--- src/rtl/dram_port_responder_if.sv ---
// Bundle of the four core request ports plus the DRAM macro pins.
// The responder takes the slave side; cores/RAM (or a bench) take the master side.
interface dram_port_responder_if #(
  parameter int N_PORTS = 4,
  parameter int ADDR_W  = 16,
  parameter int DATA_W  = 8
);
  // Handshake: a core holds i_rd/i_wr with stable i_addr/i_wdata until it
  // sees its one-cycle o_ack bit; a request still high after that is a new one.
  logic [N_PORTS-1:0]        i_rd;
  logic [N_PORTS-1:0]        i_wr;
  logic [N_PORTS*ADDR_W-1:0] i_addr;
  logic [N_PORTS*DATA_W-1:0] i_wdata;
  logic [N_PORTS*DATA_W-1:0] o_rdata;
  logic [N_PORTS-1:0]        o_ack;
  logic                      o_busy;
  logic [$clog2(N_PORTS)-1:0] o_grant;
  logic [ADDR_W-1:0]         o_mem_addr;
  logic [DATA_W-1:0]         o_mem_wdata;
  logic                      o_mem_we;
  logic                      o_mem_re;
  logic [DATA_W-1:0]         i_mem_rdata;
  logic [1:0]                dbg_state;

  modport slave (
    input  i_rd, i_wr, i_addr, i_wdata, i_mem_rdata,
    output o_rdata, o_ack, o_busy, o_grant,
    output o_mem_addr, o_mem_wdata, o_mem_we, o_mem_re, dbg_state
  );

  modport master (
    output i_rd, i_wr, i_addr, i_wdata, i_mem_rdata,
    input  o_rdata, o_ack, o_busy, o_grant,
    input  o_mem_addr, o_mem_wdata, o_mem_we, o_mem_re, dbg_state
  );
endinterface

--- src/rtl/dram_port_responder.sv ---
// Round-robin responder sharing one single-port synchronous RAM (1-cycle read
// latency) between four core request ports; acks the granted core for one cycle.
module dram_port_responder #(
  parameter int N_PORTS = 4,
  parameter int ADDR_W  = 16,
  parameter int DATA_W  = 8
) (
  input  logic                  i_clk,
  input  logic                  i_rst_n,
  dram_port_responder_if.slave  bus
);
  localparam int GW = $clog2(N_PORTS);

  typedef enum logic [1:0] {
    IDLE  = 2'd0,
    ISSUE = 2'd1,
    WAIT  = 2'd2,
    ACK   = 2'd3
  } state_e;

  state_e                     state_q, state_d;
  logic [GW-1:0]              ptr_q, ptr_d;
  logic [GW-1:0]              grant_q, grant_d;
  logic                       is_wr_q, is_wr_d;
  logic [ADDR_W-1:0]          addr_q, addr_d;
  logic [DATA_W-1:0]          wdata_q, wdata_d;
  logic [N_PORTS*DATA_W-1:0]  rdata_q, rdata_d;

  logic [N_PORTS-1:0]         req;
  logic [GW-1:0]              pick;
  logic [GW-1:0]              idx;
  logic                       found;

  assign req = bus.i_rd | bus.i_wr;

  // Search order ptr, ptr+1, ... relies on N_PORTS being a power of two so the
  // index wraps by truncation.
  always_comb begin
    found = 1'b0;
    pick  = ptr_q;
    idx   = ptr_q;
    for (int i = 0; i < N_PORTS; i++) begin
      idx = ptr_q + GW'(i);
      if (!found && req[idx]) begin
        found = 1'b1;
        pick  = idx;
      end
    end
  end

  always_ff @(posedge i_clk or negedge i_rst_n) begin
    if (!i_rst_n) begin
      state_q <= IDLE;
    end else begin
      state_q <= state_d;
    end
  end

  always_comb begin
    state_d = state_q;
    unique case (state_q)
      IDLE:    if (found) state_d = ISSUE;
      ISSUE:   state_d = is_wr_q ? ACK : WAIT;
      WAIT:    state_d = ACK;
      ACK:     state_d = IDLE;
      default: state_d = IDLE;
    endcase
  end

  // A write wins when rd and wr are both set; the read path is never started.
  always_comb begin
    ptr_d   = ptr_q;
    grant_d = grant_q;
    is_wr_d = is_wr_q;
    addr_d  = addr_q;
    wdata_d = wdata_q;
    rdata_d = rdata_q;
    if (state_q == IDLE && found) begin
      grant_d = pick;
      is_wr_d = bus.i_wr[pick];
      addr_d  = bus.i_addr[pick*ADDR_W +: ADDR_W];
      wdata_d = bus.i_wdata[pick*DATA_W +: DATA_W];
    end
    if (state_q == WAIT) begin
      rdata_d[grant_q*DATA_W +: DATA_W] = bus.i_mem_rdata;
    end
    if (state_q == ACK) begin
      ptr_d = grant_q + GW'(1);
    end
  end

  always_ff @(posedge i_clk or negedge i_rst_n) begin
    if (!i_rst_n) begin
      ptr_q   <= '0;
      grant_q <= '0;
      is_wr_q <= 1'b0;
      addr_q  <= '0;
      wdata_q <= '0;
      rdata_q <= '0;
    end else begin
      ptr_q   <= ptr_d;
      grant_q <= grant_d;
      is_wr_q <= is_wr_d;
      addr_q  <= addr_d;
      wdata_q <= wdata_d;
      rdata_q <= rdata_d;
    end
  end

  always_comb begin
    bus.o_ack    = '0;
    bus.o_mem_we = 1'b0;
    bus.o_mem_re = 1'b0;
    if (state_q == ISSUE) begin
      bus.o_mem_we = is_wr_q;
      bus.o_mem_re = !is_wr_q;
    end
    if (state_q == ACK) begin
      bus.o_ack[grant_q] = 1'b1;
    end
  end

  // Address/data registers load at grant, so the RAM pins hold outside ISSUE.
  assign bus.o_mem_addr  = addr_q;
  assign bus.o_mem_wdata = wdata_q;
  assign bus.o_rdata     = rdata_q;
  assign bus.o_grant     = grant_q;
  assign bus.o_busy      = (state_q != IDLE);
  assign bus.dbg_state   = state_q;

  a_we_re_excl: assert property (@(posedge i_clk) disable iff (!i_rst_n)
    !(bus.o_mem_we && bus.o_mem_re));
  a_ack_onehot: assert property (@(posedge i_clk) disable iff (!i_rst_n)
    $onehot0(bus.o_ack));
endmodule

--- src/flat_wrapper.sv ---
// flat-port wrapper written by rule: the top's interface ports become plain ports
module dram_port_responder_flat 
#(
  parameter int N_PORTS = 4,
  parameter int ADDR_W  = 16,
  parameter int DATA_W  = 8
)
  (i_clk, i_rst_n, bus_i_rd, bus_i_wr, bus_i_addr, bus_i_wdata, bus_i_mem_rdata, bus_o_rdata, bus_o_ack, bus_o_busy, bus_o_grant, bus_o_mem_addr, bus_o_mem_wdata, bus_o_mem_we, bus_o_mem_re, bus_dbg_state);
  dram_port_responder_if #(.N_PORTS(N_PORTS), .ADDR_W(ADDR_W), .DATA_W(DATA_W)) bus_i ();
  input  logic i_clk;
  input  logic i_rst_n;
  input wire logic [$bits(bus_i.i_rd)-1:0] bus_i_rd;
  input wire logic [$bits(bus_i.i_wr)-1:0] bus_i_wr;
  input wire logic [$bits(bus_i.i_addr)-1:0] bus_i_addr;
  input wire logic [$bits(bus_i.i_wdata)-1:0] bus_i_wdata;
  input wire logic [$bits(bus_i.i_mem_rdata)-1:0] bus_i_mem_rdata;
  output wire logic [$bits(bus_i.o_rdata)-1:0] bus_o_rdata;
  output wire logic [$bits(bus_i.o_ack)-1:0] bus_o_ack;
  output wire logic [$bits(bus_i.o_busy)-1:0] bus_o_busy;
  output wire logic [$bits(bus_i.o_grant)-1:0] bus_o_grant;
  output wire logic [$bits(bus_i.o_mem_addr)-1:0] bus_o_mem_addr;
  output wire logic [$bits(bus_i.o_mem_wdata)-1:0] bus_o_mem_wdata;
  output wire logic [$bits(bus_i.o_mem_we)-1:0] bus_o_mem_we;
  output wire logic [$bits(bus_i.o_mem_re)-1:0] bus_o_mem_re;
  output wire logic [$bits(bus_i.dbg_state)-1:0] bus_dbg_state;
  assign bus_i.i_rd = bus_i_rd;
  assign bus_i.i_wr = bus_i_wr;
  assign bus_i.i_addr = bus_i_addr;
  assign bus_i.i_wdata = bus_i_wdata;
  assign bus_i.i_mem_rdata = bus_i_mem_rdata;
  assign bus_o_rdata = bus_i.o_rdata;
  assign bus_o_ack = bus_i.o_ack;
  assign bus_o_busy = bus_i.o_busy;
  assign bus_o_grant = bus_i.o_grant;
  assign bus_o_mem_addr = bus_i.o_mem_addr;
  assign bus_o_mem_wdata = bus_i.o_mem_wdata;
  assign bus_o_mem_we = bus_i.o_mem_we;
  assign bus_o_mem_re = bus_i.o_mem_re;
  assign bus_dbg_state = bus_i.dbg_state;
  dram_port_responder #(.N_PORTS(N_PORTS), .ADDR_W(ADDR_W), .DATA_W(DATA_W)) u_core (.i_clk(i_clk), .i_rst_n(i_rst_n), .bus(bus_i));
endmodule
--- config.mk ---
export PLATFORM = sky130hd
export DESIGN_NAME = dram_port_responder_flat
export DESIGN_NICKNAME = d
export VERILOG_FILES = /design/src/rtl/dram_port_responder_if.sv /design/src/rtl/dram_port_responder.sv /design/src/flat_wrapper.sv
export SDC_FILE = /design/constraint.sdc
export NUM_CORES = 1
export LEC_CHECK = 0
export CAP_MARGIN = 20
export CORE_ASPECT_RATIO = 1.4
export CORE_UTILIZATION = 35
export CTS_CLUSTER_SIZE = 20
export DETAILED_ROUTE_END_ITERATION = 7
export GPL_ROUTABILITY_DRIVEN = 0
export HOLD_SLACK_MARGIN = 0.08
export PLACE_DENSITY = 0.72
export SYNTH_ARGS = -nofsm -noshare
export SYNTH_HDL_FRONTEND = slang
export SYNTH_SLANG_ARGS = --single-unit
--- constraint.sdc ---
create_clock -name i_clk -period 5 [get_ports i_clk]
set_clock_uncertainty 0.05 [all_clocks]
set_input_delay 0.5 -clock i_clk [delete_from_list [all_inputs] [get_ports i_clk]]
set_output_delay 0.5 -clock i_clk [all_outputs]
set_load 0.05 [all_outputs]
==> out/qor.yml, run 1 <==
placed_design:
  place_hpwl_um: 8669
  portBuffers: 180
  dp_worst_setup_slack_ns: 1.391
detailed_routing:
  postRouteAntennaNets: 0
  drt_iter0_drc: 123
  vias: 3553
  drc: 0
  vias_per_cell: 5.586
  wl_per_cell_um: 18.33
  wl_um: 11660
  detail_route.first_pass.iterations: 4
grt:
  antenna_found_initial: 0
  grtUsageTotal_pct: 22.99
  grt_pass1_wl_um: 18640
  grt_max_degree: 64
  overflow: 0
  grt_pass1_vias: 3686
sta:
  hold_viol_final: 0
  worst_slack_ns: 1.744
  tns_ns: 0
  worst_slew_pin_slew_ns: 0.9704
  rsz0062_at_grt: "no"
  max_freq_mhz: 307.1
  maxSlewViolCount: 0
  finalSetupViolCount: 0
  min_period_ns: 3.256
  final.period_utilization_pct: 65.12
  relSlewSlack_pct: 35.15
setup_path:
  worst_setup_path_start_kind: "input port"
  cp.buffers_inverters: 3
  crit_path_max_incr_delay_ns: 0.53
  path_common_cell: "buf_4"
  crit_path_end_kind: "flip-flop"
  crit_chain: "clkdlybuf4s50_1 > nor4_2 > o32a_1 > buf_4 > o211ai_4 > buf_4 > a2111oi_0 > a211oi_1"
  cp.required_ns: 5.13
  worstSetupPathDepth: 8
  worstRegToRegCells: 5
  criticalPathCategory: "input port to flip-flop"
  cpMaxStageDelayCell: "nor4_2"
  path_delay_family: "buffers and inverters"
  arrival_ns: 3.39
  cp-startpoint: "bus_i_wr[0]"
  worst-path-max-fanout: 28
  timing.rr.start: "u_core.ptr_q[1]"
clock_network:
  clockBufferDepth: 2
  post_cts_resize_count: 0
  clock_tree.root_cell: "clkbuf_16"
  clkLatencyLatePin_ns: 0.33
  clkTransAtPathRegs_ns: 0.06
  h-tree-depth: 3
  numCtsBuffers: 9
  postCtsSetupRepairBufs: 0
  numClockSinks: 63
  cts_tree: "yes"
  hold_buffers: 0
yosys:
  syn_inst: 318
  netlist.area_leader.share_pct: 44.16
  synth_top_family_by_area: "compound AO/OA/AOI/OAI gates"
  synth-compound-area-share_pct: 31.62
  yosys.area_share.simple_pct: 8.447
  synthAdderAreaFrac_pct: 4.206
  ys_top_cells_by_area: "dfrtp_1 44%, a22o_1 7.9%, o2111a_1 7.6%"
  yosys_warnings: 0
  ys.flop_type: "dfrtp_1"
  synth.distinct_cells: 41
  ys_seq_area_share_pct: 44.16
  syn_nets: 444
  synth.most_common_cell: "dfrtp_1"
  ys_ff_latch: 63
  syn-cell-area_um2: 3570
  synth_edf_count: 0
  yosys.area.top_type: "dfrtp_1"
  syn-mean-instance-area_um2: 11.23
  synth.area.mux_share_pct: 6.730
  synthTopCellsByCount: "63 x dfrtp_1, 32 x a22o_1, 31 x nor2_1, 25 x a2111oi_0"
  synthXorXnorAreaFrac_pct: 0
  synthArstFlopShare_pct: 100.0
floorplan:
  start_util_pct: 36.06
  die_w_um: 87.35
  die_height_um: 121.5
  row_count: 43
  core-area_um2: 9899
  io_pins: 181
  die-area_um2: 10610
finish:
  drive_gt1_share_pct: 6.986
  area_growth_syn_to_layout_pct: 61.86
  n_antenna_cell: 0
  fin_nets: 622
hold_path:
  min-delay-path-class: "input port to async pin"
power_and_ir_drop:
  ir_drop_uv: 283.8
  pwr_density_cell_nw_per_um2: 688.6
  power_leakage_nw: 2.291
status:
  outcome: "finished clean"
flow_run:
  cap_violations: 0
metal layers:
metal | global-route usage (%) | wire length [um] | vias to the layer above
met2 | 40.14 | 5962 | 178
met1 | 26.27 | 4583 | 1708
li1 | - | - | 1642
met3 | 5.714 | 810 | 25
met4 | 9.631 | 303 | 0
met5 | 0 | 0 | -
placed cells by master (no fill, tap or decap), drive strengths merged, types with 2 or more instances in the layout:
master         Yosys  layout
a21o               2       2
a211oi            24      24
buf               11      11
and2               5       5
a21oi              3       3
mux2i             24      24
a22o              32      32
clkdlybuf4s50      0     179
o21ai              4       4
nand2             12      12
ha                12      12
nor4               3       3
inv                6       7
o2111a            24      24
o32a               2       2
or2                2       2
nand3              2       2
clkbuf            12       9
nor2              32      32
nor4b              3       3
clkinv             1       4
o21bai             2       2
a2111oi           25      25
dfrtp             63      63
clkinvlp           0       2
where the power goes:
group          switching (W)  total [W]  internal [W]
Clock               0.000237   0.000623      0.000386
Combinational        0.00157    0.00245      0.000880
Sequential          0.000163   0.000911      0.000748
path summary, 6_finish.rpt:
kind	slack, ns	endpoint
max	1.74	u_core.bus.o_mem_wdata[5]
min	0.30	u_core.bus.o_rdata[28]
max reg2reg	1.95	u_core.bus.o_mem_addr[12]
min reg2reg	0.45	u_core.bus.o_rdata[12]
max in group asynchronous	4.07	u_core.bus.dbg_state[0]
min in group i_clk	0.45	u_core.bus.o_rdata[12]
worst reg2reg max path: cells and delay by family, from the launching register on:
family	cells	cell delay, ns
buf+inv	2	1.14
compound gates	3	1.30
flops	1	0.48
through the flow:
stage	utilization [%]	cell area [um2]	hold slack [ns]	instances	total power, W
after floorplan	-	3570	0.1544	318	0.002577
after global placement	55.25	5469	0.4377	619	0.003313
after detailed placement	55.36	5480	0.4406	620	0.003366
after CTS	58.37	5778	0.3243	636	0.004005
after global routing	58.37	5778	0.3718	636	0.004186
final	58.37	5778	0.2971	636	0.003979
area by class of cell:
cell class	count	area, um2
clock buffers	9	225.2
clock inverters	7	72.57
fillers	870	4121
inverters	7	26.28
multi-input cells	225	1833
flip-flops and latches	63	1577
well taps	135	168.9
repair buffers	190	1876
registers in the layout (all words and copies together), names as in the netlist:
| signal | count |
|---|---|
| u_core.bus.o_grant | 2 |
| u_core.bus.o_mem_wdata | 8 |
| u_core.bus.o_mem_addr | 16 |
| u_core.ptr_q | 2 |
| u_core.bus.dbg_state | 2 |
| u_core.is_wr_q | 1 |
| u_core.bus.o_rdata | 32 |
cell families after synthesis:
logic type	after synthesis
multiplexers	24
buffers and inverters	30
adder cells (fa/ha/maj)	12
flip-flops	63
AND/OR/NAND/NOR	63
AO/OA/AOI/OAI	126
(Power assumes the default switching activity.)
==> inputs of run 2 (changes only) <==
- PLACE_DENSITY: 0.72 -> 0.75
- clock period: 5 -> 2.9 ns (I/O delays scaled with it)
==> run 2 against run 1 <==
Effect of this change:
- die area unchanged
- sequential share of layout area down 0.69 points
- critical path depth down 4
- cell count up 1.7%
- worst setup slack worse by 1.5 ns
- clock power up 91%
- critical endpoint is now bus_o_ack[0]
- largest power group unchanged
- highest routed layer unchanged
==> out/qor.yml, run 2 (synthesized netlist as in run 1, its figures left out) <==
clock_network:
  postCtsSetupRepairBufs: 0
  clock_tree.root_cell: "clkbuf_16"
  clkLatencyLatePin_ns: 0.32
  numCtsBuffers: 9
  cts_tree: "yes"
  h-tree-depth: 3
  clockBufferDepth: 2
  clkTransAtPathRegs_ns: 0.06
  numClockSinks: 63
placed_design:
  dp_worst_setup_slack_ns: -0.04268
  dp.cells: 629
  portBuffers: 180
  place_hpwl_um: 8963
floorplan:
  row_count: 43
  die_w_um: 87.35
  core-area_um2: 9899
  io_pins: 181
  die_height_um: 121.5
  die-area_um2: 10610
  start_util_pct: 36.06
sta:
  worst_slack_ns: 0.2880
  hold_viol_final: 0
  relSlewSlack_pct: 55.89
  final.period_utilization_pct: 90.07
  rsz0062_at_grt: "no"
  worst_slew_pin_slew_ns: 0.6450
  min_period_ns: 2.612
  maxSlewViolCount: 0
  finalSetupViolCount: 0
  max_freq_mhz: 382.8
  tns_ns: 0
  worst_hold_slack_ns: 0.4521
detailed_routing:
  vias: 3638
  wl_per_cell_um: 18.35
  postRouteAntennaNets: 0
  drt_iter0_drc: 131
  drc: 0
  vias_per_cell: 5.623
  detail_route.first_pass.iterations: 4
  wl_um: 11870
setup_path:
  crit_path_max_incr_delay_ns: 0.80
  arrival_ns: 2.27
  cp.buffers_inverters: 2
  cpMaxStageDelayCell: "clkdlybuf4s50_1"
  worst_setup_path_start_kind: "flip-flop"
  criticalPathCategory: "flip-flop to output port"
  crit_chain: "inv_1 > ha_1 > and2_1 > clkdlybuf4s50_1"
  worst-path-max-fanout: 8
  cp.required_ns: 2.56
  path_delay_family: "buffers and inverters"
  crit_path_end_kind: "output port"
grt:
  overflow: 0
  grtUsageTotal_pct: 22.84
  grt_pass1_wl_um: 18600
  grt_max_degree: 64
  grt_pass1_vias: 3687
  antenna_found_initial: 0
power_and_ir_drop:
  pwr_density_cell_nw_per_um2: 1197
  power_leakage_nw: 2.373
  finalPower_w: 0.007092
  ir_drop_uv: 511.6
finish:
  n_antenna_cell: 0
  fin_nets: 633
  area_growth_syn_to_layout_pct: 66.04
  drive_gt1_share_pct: 8.789
  nFillCells: 854
  largest_reg_flops: 32
  layout_common_cells: "179 x clkdlybuf4s50_1, 63 x dfrtp_1, 32 x a22o_1"
  layout.cells.non_filler: 647
  layout_commonest_cell: "clkdlybuf4s50_1"
status:
  outcome: "finished clean"
flow_run:
  cap_violations: 0
hold_path:
  min-delay-path-class: "flip-flop to flip-flop"
## run 2: worst paths after layout
check	cells past startpoint	end	from	slack, ns
worst max-delay path	4	bus_o_ack[0]	u_core.bus.o_grant[0]	0.29
worst min-delay path	1	u_core.bus.o_rdata[22]	u_core.bus.o_rdata[22]	0.45
worst max register to register	6	u_core.bus.o_mem_addr[10]	u_core.ptr_q[1]	0.61
worst min register to register	1	u_core.bus.o_rdata[22]	u_core.bus.o_rdata[22]	0.45
max in group asynchronous	3	u_core.bus.o_mem_addr[4]	i_rst_n	2.07
min in group asynchronous	3	u_core.bus.o_rdata[26]	i_rst_n	0.46
## run 2: layer usage
metal / up-vias / GRT usage, % / share of wire (%)
met2: 191 / 40.48 / 51
met4: 0 / 7.275 / 1.6
met1: 1757 / 26.32 / 39
met3: 14 / 6.054 / 8.3
met5: - / 0 / 0
li1: 1676 / - / -
## run 2: metrics by stage
stage | area (um2) | util [%]
6_report | 5927 | 59.87
2_1_floorplan | 3570 | -
4_1_cts | 5919 | 59.80
3_3_place_gp | 5582 | 56.38
5_1_grt | 5927 | 59.87
3_5_place_dp | 5582 | 56.38
## run 2: final cells by class
type                            instances  area [um2]  share of cell area [%]
Clock inverter                          7       102.6                   1.731
Inverter                                7       26.28                  0.4433
Sequential cell                        63        1577                   26.60
Tap cell                              135       168.9                   2.850
Clock buffer                            9       225.2                   3.800
Multi-Input combinational cell        225        1833                   30.93
Timing Repair Buffer                  201        1994                   33.65
## run 2: power by group
part | leakage (nW) | switching (W) | internal, W
clock | 0.157 | 0.000429 | 0.000763
sequential | 0.787 | 0.000290 | 0.00129
combinational | 1.43 | 0.00272 | 0.00161
total | 2.37 | 0.00343 | 0.00366
## run 2: what timing repair did
action                    in CTS  in global routing
hold endpoints to repair      63                  0
hold buffers                   1                  0
gates resized for setup        0                  0
